[config.mk]
export PLATFORM = sky130hd
export DESIGN_NAME = enc_onehot_decoder
export DESIGN_NICKNAME = d
export VERILOG_FILES = /design/src/rtl/enc_onehot_decoder.sv
export SDC_FILE = /design/constraint.sdc
export NUM_CORES = 1
export LEC_CHECK = 0
export ABC_AREA = 1
export BUFFER_PORTS_ARGS = -buffer_cell sky130_fd_sc_hd__buf_2
export CAP_MARGIN = 20
export CELL_PAD_IN_SITES_DETAIL_PLACEMENT = 1
export CELL_PAD_IN_SITES_GLOBAL_PLACEMENT = 2
export CORE_MARGIN = 2
export CORE_UTILIZATION = 25
export DETAILED_ROUTE_END_ITERATION = 10
export HOLD_SLACK_MARGIN = 0.1
export PLACE_DENSITY_LB_ADDON = 0.08
export SLEW_MARGIN = 20
export SYNTH_ARGS = -nofsm -noshare
export SYNTH_HDL_FRONTEND = slang
export SYNTH_SLANG_ARGS = --single-unit
[constraint.sdc]
create_clock -name clk -period 1.1 [get_ports clk]
set_input_delay 0.11 -clock clk [delete_from_list [all_inputs] [get_ports clk]]
set_output_delay 0.11 -clock clk [all_outputs]
set_load 0.02 [all_outputs]
[src/rtl/enc_onehot_decoder.sv]
// Registered binary-to-one-hot decoder with enable, valid/ready input and a
// free-running scan sweep that holds each code for DWELL cycles.
module enc_onehot_decoder #(
  parameter int SEL_W = 2,
  parameter int DWELL = 4,
  localparam int OUT_W = 2**SEL_W
) (
  input  logic             clk,
  input  logic             rst,
  input  logic             enable,
  input  logic             mode,
  input  logic             in_valid,
  output logic             in_ready,
  input  logic [SEL_W-1:0] sel,
  output logic [OUT_W-1:0] out,
  output logic             out_valid,
  output logic [SEL_W-1:0] scan_idx,
  output logic             busy
);

  localparam int CNT_W = (DWELL > 1) ? $clog2(DWELL) : 1;
  localparam logic [CNT_W-1:0] CNT_LAST = CNT_W'(DWELL - 1);

  localparam logic [1:0] IDLE   = 2'd0;
  localparam logic [1:0] DIRECT = 2'd1;
  localparam logic [1:0] SCAN   = 2'd2;

  logic [1:0]       state_q, state_d;
  logic [OUT_W-1:0] out_q, out_d;
  logic [SEL_W-1:0] idx_q, idx_d;
  logic [CNT_W-1:0] cnt_q, cnt_d;
  logic             xfer;

  // Blocking ready while in SCAN drops the sel offered on the scan-exit edge.
  assign in_ready = enable & ~mode & ~rst & (state_q != SCAN);
  assign xfer     = in_valid & in_ready;

  always_comb begin
    state_d = state_q;
    out_d   = out_q;
    idx_d   = idx_q;
    cnt_d   = cnt_q;
    if (!enable) begin
      state_d = IDLE;
      out_d   = '0;
      idx_d   = '0;
      cnt_d   = '0;
    end else if (mode && state_q != SCAN) begin
      state_d = SCAN;
      out_d   = OUT_W'(1);
      idx_d   = '0;
      cnt_d   = '0;
    end else if (state_q == SCAN && mode) begin
      if (cnt_q == CNT_LAST) begin
        // Index width is exactly SEL_W, so the increment wraps OUT_W-1 -> 0.
        cnt_d = '0;
        idx_d = idx_q + SEL_W'(1);
        out_d = OUT_W'(1) << (idx_q + SEL_W'(1));
      end else begin
        cnt_d = cnt_q + CNT_W'(1);
      end
    end else if (state_q == SCAN) begin
      state_d = IDLE;
      out_d   = '0;
      idx_d   = '0;
      cnt_d   = '0;
    end else if (xfer) begin
      state_d = DIRECT;
      out_d   = OUT_W'(1) << sel;
    end
  end

  always_ff @(posedge clk or posedge rst) begin
    if (rst) begin
      state_q <= IDLE;
      out_q   <= '0;
      idx_q   <= '0;
      cnt_q   <= '0;
    end else begin
      state_q <= state_d;
      out_q   <= out_d;
      idx_q   <= idx_d;
      cnt_q   <= cnt_d;
    end
  end

  assign out       = out_q;
  assign out_valid = |out_q;
  assign scan_idx  = idx_q;
  assign busy      = (state_q == SCAN);

endmodule

# ---- Word level (Yosys, flattened, before mapping)
# Index checks and enable logic that the tools add are counted.
dict set report classes {
  addsub 2
  eq_ne 8
  n_shift 2
  n_mux 20
  bitwise 6
  n_reduce_logical 6
}
# operator count
set ops {}
lappend ops {{2-bit 2-to-1 mux} 14}
lappend ops {{4-bit 2-to-1 mux} 6}
lappend ops {{4-bit by 1-bit != test with 1-bit output (second input constant)} 2}
lappend ops {{1-bit by 2-bit << shifter with 4-bit output (first input constant)} 2}
lappend ops {{2-bit AND reduction} 3}
lappend ops {{5-bit by 1-bit != test with 1-bit output (second input constant)} 1}
lappend ops {{2-bit by 1-bit adder with 2-bit output (second input constant)} 2}
lappend ops {{1-bit AND} 4}
lappend ops {{2-bit equality test (second input constant)} 2}
lappend ops {{4-bit by 3-bit != test with 1-bit output (second input constant)} 1}
lappend ops {{4-bit OR reduction} 1}
lappend ops {{3-bit != test (second input constant)} 1}
lappend ops {{1-bit logical AND} 2}
lappend ops {{2-bit != test (second input constant)} 1}
lappend ops {{1-bit inverter} 2}
dict set report word_totals {
  regBits 10
  inputBits 7
  out_inout_bits 9
  wordCells 48
}

# ---- Longest topological paths before layout
dict set report depth {
  ltp_word 10
  depth_mapped 6
  mapped_depth_nobuf 6
}

# ---- Least setup slack after synthesis
# Ideal clock, no wire load.
dict set report synth_timing {
  kind {reg-to-reg}
  startpoint {reg idx_q[0], in the netlist scan_idx[0]}
  endpoint {reg idx_q[1], in the netlist scan_idx[1]}
  arrival_time_ps 1100
  required_time_ps 1017
  setup_slack_ps -83
  path_stages_with_launch 5
  path_buffers 0
  period_less_slack_ps 1183
  path_cell_list {dfrtp_1 -> inv_1 -> ha_1 -> nand4_1 -> o21ai_0}
}
dict set report synth_between {
  elab_chain_cells 5
}
# element line
set synth_lines {}
lappend synth_lines {{start: declaration} 30} ;# logic [SEL_W-1:0] idx_q, idx_d;
lappend synth_lines {{start signal: assignment} 82} ;# idx_q <= idx_d;
lappend synth_lines {{2-bit by 1-bit adder with 2-bit output} 57} ;# idx_d = idx_q + SEL_W'(1);
lappend synth_lines {{2-bit 2-to-1 mux} 54} ;# if (cnt_q == CNT_LAST) begin
lappend synth_lines {{2-bit 2-to-1 mux} 53} ;# end else if (state_q == SCAN && mode) begin
lappend synth_lines {{2-bit 2-to-1 mux} 48} ;# end else if (mode && state_q != SCAN) begin
lappend synth_lines {{2-bit 2-to-1 mux} 43} ;# if (!enable) begin
# No other way between the ends. The select of a mux whose other input is x is not followed.
# A chain may end at the register's enable or synchronous reset.

# ---- Final worst setup path
dict set report layout_timing {
  startpoint {reg state_q[0]}
  endpoint {out in_ready}
}
dict set report layout_between {
  elab_chain_cells 2
}
# element line
set layout_lines {}
lappend layout_lines {{start: declaration} 28} ;# logic [1:0] state_q, state_d;
lappend layout_lines {{start signal: assignment} 80} ;# state_q <= state_d;
lappend layout_lines {{2-bit != test} 35} ;# assign in_ready = enable & ~mode & ~rst & (state_q != SCAN);
lappend layout_lines {{1-bit AND} 35}
lappend layout_lines {{end: declaration} 13} ;# output logic in_ready,
# No other way between the ends.

==> key figures <==
Outcome
  – Result of the run: finished with violations
  – Violations in the final reports: setup timing

Timing
  – Fin crit period: 1240 ps
  – Max_slew headroom: 0.804
  – Maximum clock skew at final layout: 7.30 ps
  – Final worst-path cycle share: 1.13
  – Setup WS post-layout: -144 ps
  – RSZ-0062 raised after global routing: yes
  – Number of pins with negative max-slew slack in the final report: 0
  – Highest clock rate: 0.804 GHz
  – Worst Tran Pin Value: 294 ps
  – Final hold violation count: 0
  – Final Setup Violations: 11

Yosys
  – Post-Syn Nets: 98
  – Mean instance size in the synthesized netlist: 7.36 um^2
  – Dominant cells by area after synthesis: sky130_fd_sc_hd__dfrtp_1 (40%), sky130_fd_sc_hd__nand2_1 (17%), sky130_fd_sc_hd__ha_1 (9.9%)
  – Leading area contributor after synthesis: sky130_fd_sc_hd__dfrtp_1
  – Cells after Synth: 86
  – Total number of yosys warnings: 0
  – Seq/Total Area, Yosys: 0.395
  – Synthesized area: 633 um^2
  – Netlist cell types: 16
  – Seq cells post-synth: 10
  – Top-area cell type share of the netlist area: 0.395

Placement
  – Routability Congestion: 0.695
  – Post-DP Area: 823 um^2
  – Placed cell count: 139
  – Buffers on Ports: 15
  – Half-perimeter wire length of the detailed placement result: 1.36 mm

Pwr
  – Pwr per Cell Area: 969 nW/um^2
  – Fraction of power consumed by combinational cells: 0.334
  – Proportion of total power due to net switching: 0.326
  – VDD IR-drop max: 0.529 mV
  – Flop pwr share: 0.393
  – Internal power consumption: 691 uW
  – Psw: 335 uW
  – P_leak: 0.541 nW
  – Relative contribution of the clock network to total power: 0.273

Worst setup path
  – Worst reg2reg startpoint: state_q[0]
  – Cell with the most instances on the worst path: sky130_fd_sc_hd__nand2_4
  – Slowest Stage Delay on Critical Path: 430 ps
  – Data arrival time at the worst-slack endpoint: 1130 ps
  – Crit path capture: in_ready
  – Category of the most critical setup path: flop to primary output
  – Endpoint of the worst register-to-register path: out[2]
  – Number of buffer and inverter instances along the worst setup path: 2
  – Number of cell instances on the worst register-to-register path: 8
  – Largest delay contributor family on the critical path: flip-flops
  – Origin of the worst setup path: state_q[0]
  – Endpoint type of the worst setup path: primary output
  – Chain of cells forming the critical path: inv_2 > nand2_4 > nand2_4 > nor2_4 > buf_6
  – Critical path depth in cells: 5
  – Startpoint Class: flop
  – Maximum fanout encountered on the critical timing path: 3
  – Worst-path cell with the longest stage delay: sky130_fd_sc_hd__dfrtp_1
  – Critical Path RT: 990 ps
  – R2r setup slk: -120 ps

Layout
  – Ratio of cells with drive above 1 in the final layout: 0.488
  – Area used by multi-input combinational logic: 415 um^2
  – Most frequent cells in the layout: sky130_fd_sc_hd__nand2_1 (20), sky130_fd_sc_hd__buf_4 (17), sky130_fd_sc_hd__buf_2 (11)
  – Antenna cell count: 0
  – Final cell area excluding filler cells: 1060 um^2
  – Most common library cell in the layout ignoring fill and taps: sky130_fd_sc_hd__nand2_1
  – Number of inserted filler cells in the final layout: 306
  – Relative area change from synthesis to final layout: 67.2%
  – Final non-filler cell total: 155
  – Sequential standard cell area: 254 um^2
  – # nets final: 138

CTS
  – Clk pin slew, worst setup/hold paths: 70 ps
  – Number of buffers on the longest clock path: 2
  – Clock root buffer: sky130_fd_sc_hd__clkbuf_4
  – CTS tree: yes
  – Total clock sinks: 10
  – TritonCTS buffer count: 3
  – Number of H-tree branching levels: 1
  – Clk_lat worst skew: 270 ps

Worst hold path
  – Kind of path behind the tightest hold check: input port to flop
  – Instance count along the most critical hold path: 3

Route
  – Routed length per placed instance: 12.0 um
  – WL final: 1.86 mm
  – Routed via count divided by cell count: 4.46
  – 1st-pass router iterations: 2
  – Initial DRC count: 4
  – Remaining number of nets flagged by the antenna check after routing: 0
  – # DRC: 0
  – Total via count in the routed design: 691

Floorplanning
  – Top-Level Pins: 16
  – Core Region: 2430 um^2
  – Die Width: 54.3 um
  – Row Count: 18
  – Initial standard-cell utilization of the core: 0.260
  – Y dimension of the die: 54.3 um
  – Die area: 2950 um^2

Global routing
  – Number of antenna violations at the first check in global routing: 0
  – Vias in the first global route: 685
  – Total global routing overflow: 0
  – Overall fraction of global-route tracks in use: 0.144
  – Global-route wire length before repair: 2.97 mm
  – Maximum number of pins on one net before global-route repair: 11

Flow run
  – Max-Cap Viols: 0
[state kept, by name, indices dropped and copies added, names as in the netlist]
register  cells
cnt_q         2
out           4
scan_idx      2
state_q       2
[per-stage QoR]
stage	setup TNS, ps	util	worst slack, ps	total power [mW]	hold WS (ps)
finish	-750	0.435	-144	1.03	146
global route	-1580	0.435	-205	1.10	155
CTS	-1100	0.403	-170	0.992	127
detailed placement	-643	0.338	-117	0.643	141
global placement	-367	0.338	-88.5	0.640	130
floorplan	-28.9	-	-14.2	0.533	-41.9
[worst min-delay path: stages]
cell                      delay, ps
sky130_fd_sc_hd__buf_2          100
sky130_fd_sc_hd__nand2_1         90
sky130_fd_sc_hd__o21ai_0         80
[Yosys cell counts (all sizes together)]
master and instances:
nand2 30, inv 11, dfrtp 10, o21ai 9
nor2 8, ha 5, nand3 5, nand4 5
a21oi 1, buf 1, o21bai 1
[power by group through the flow]
| stage | Clock (mW) | Combinational [mW] | Sequential [mW] |
|---|---|---|---|
| final | 0.280 | 0.343 | 0.403 |
| after global routing | 0.315 | 0.375 | 0.405 |
| after detailed placement | 0 | 0.231 | 0.411 |
| after CTS | 0.288 | 0.298 | 0.406 |
| after global placement | 0 | 0.229 | 0.410 |
| after floorplan | 0 | 0.109 | 0.424 |
[layout make-up]
type,count,area share
Sequential cell,10,0.240
Inverter,11,0.0390
Clock buffer,4,0.0248
Tap cell,30,0.0355
Multi-Input combinational cell,64,0.392
Timing Repair Buffer,36,0.268
[cells by family after synthesis]
logic type               count (synthesis)  share of synthesized area
AND/OR/NAND/NOR                         48                      0.342
buffers and inverters                   12                     0.0731
AO/OA/AOI/OAI                           11                     0.0909
flip-flops                              10                      0.395
adder cells (fa/ha/maj)                  5                     0.0988
[timing repair]
action,CTS,global route
resized for setup,27,13
pin swaps,7,4
endpoints found under the hold margin,10,0
hold buffers,1,0
endpoints found under the setup margin,11,14
buffers inserted,6,5
[worst min path at each step]
stage          slack [ps]          to  startpoint
4_1_cts               130  state_q[0]    in_valid
3_3_place_gp          130  state_q[0]         rst
6_report              150  state_q[0]    in_valid
3_5_place_dp          140  state_q[0]         rst
2_1_floorplan         -40    cnt_q[0]         rst
5_1_grt               160  state_q[0]    in_valid
[layer usage]
metal,vias to the layer above,part of all wire,GRT usage,wire (um)
li1,355,-,-,-
met1,324,0.44,0.183,813
met2,10,0.53,0.237,983
met3,2,0.024,0.0328,45
met4,0,0.012,0.0500,22
met5,-,0,0,0
Note: power is estimated with default switching activity, not from simulation.
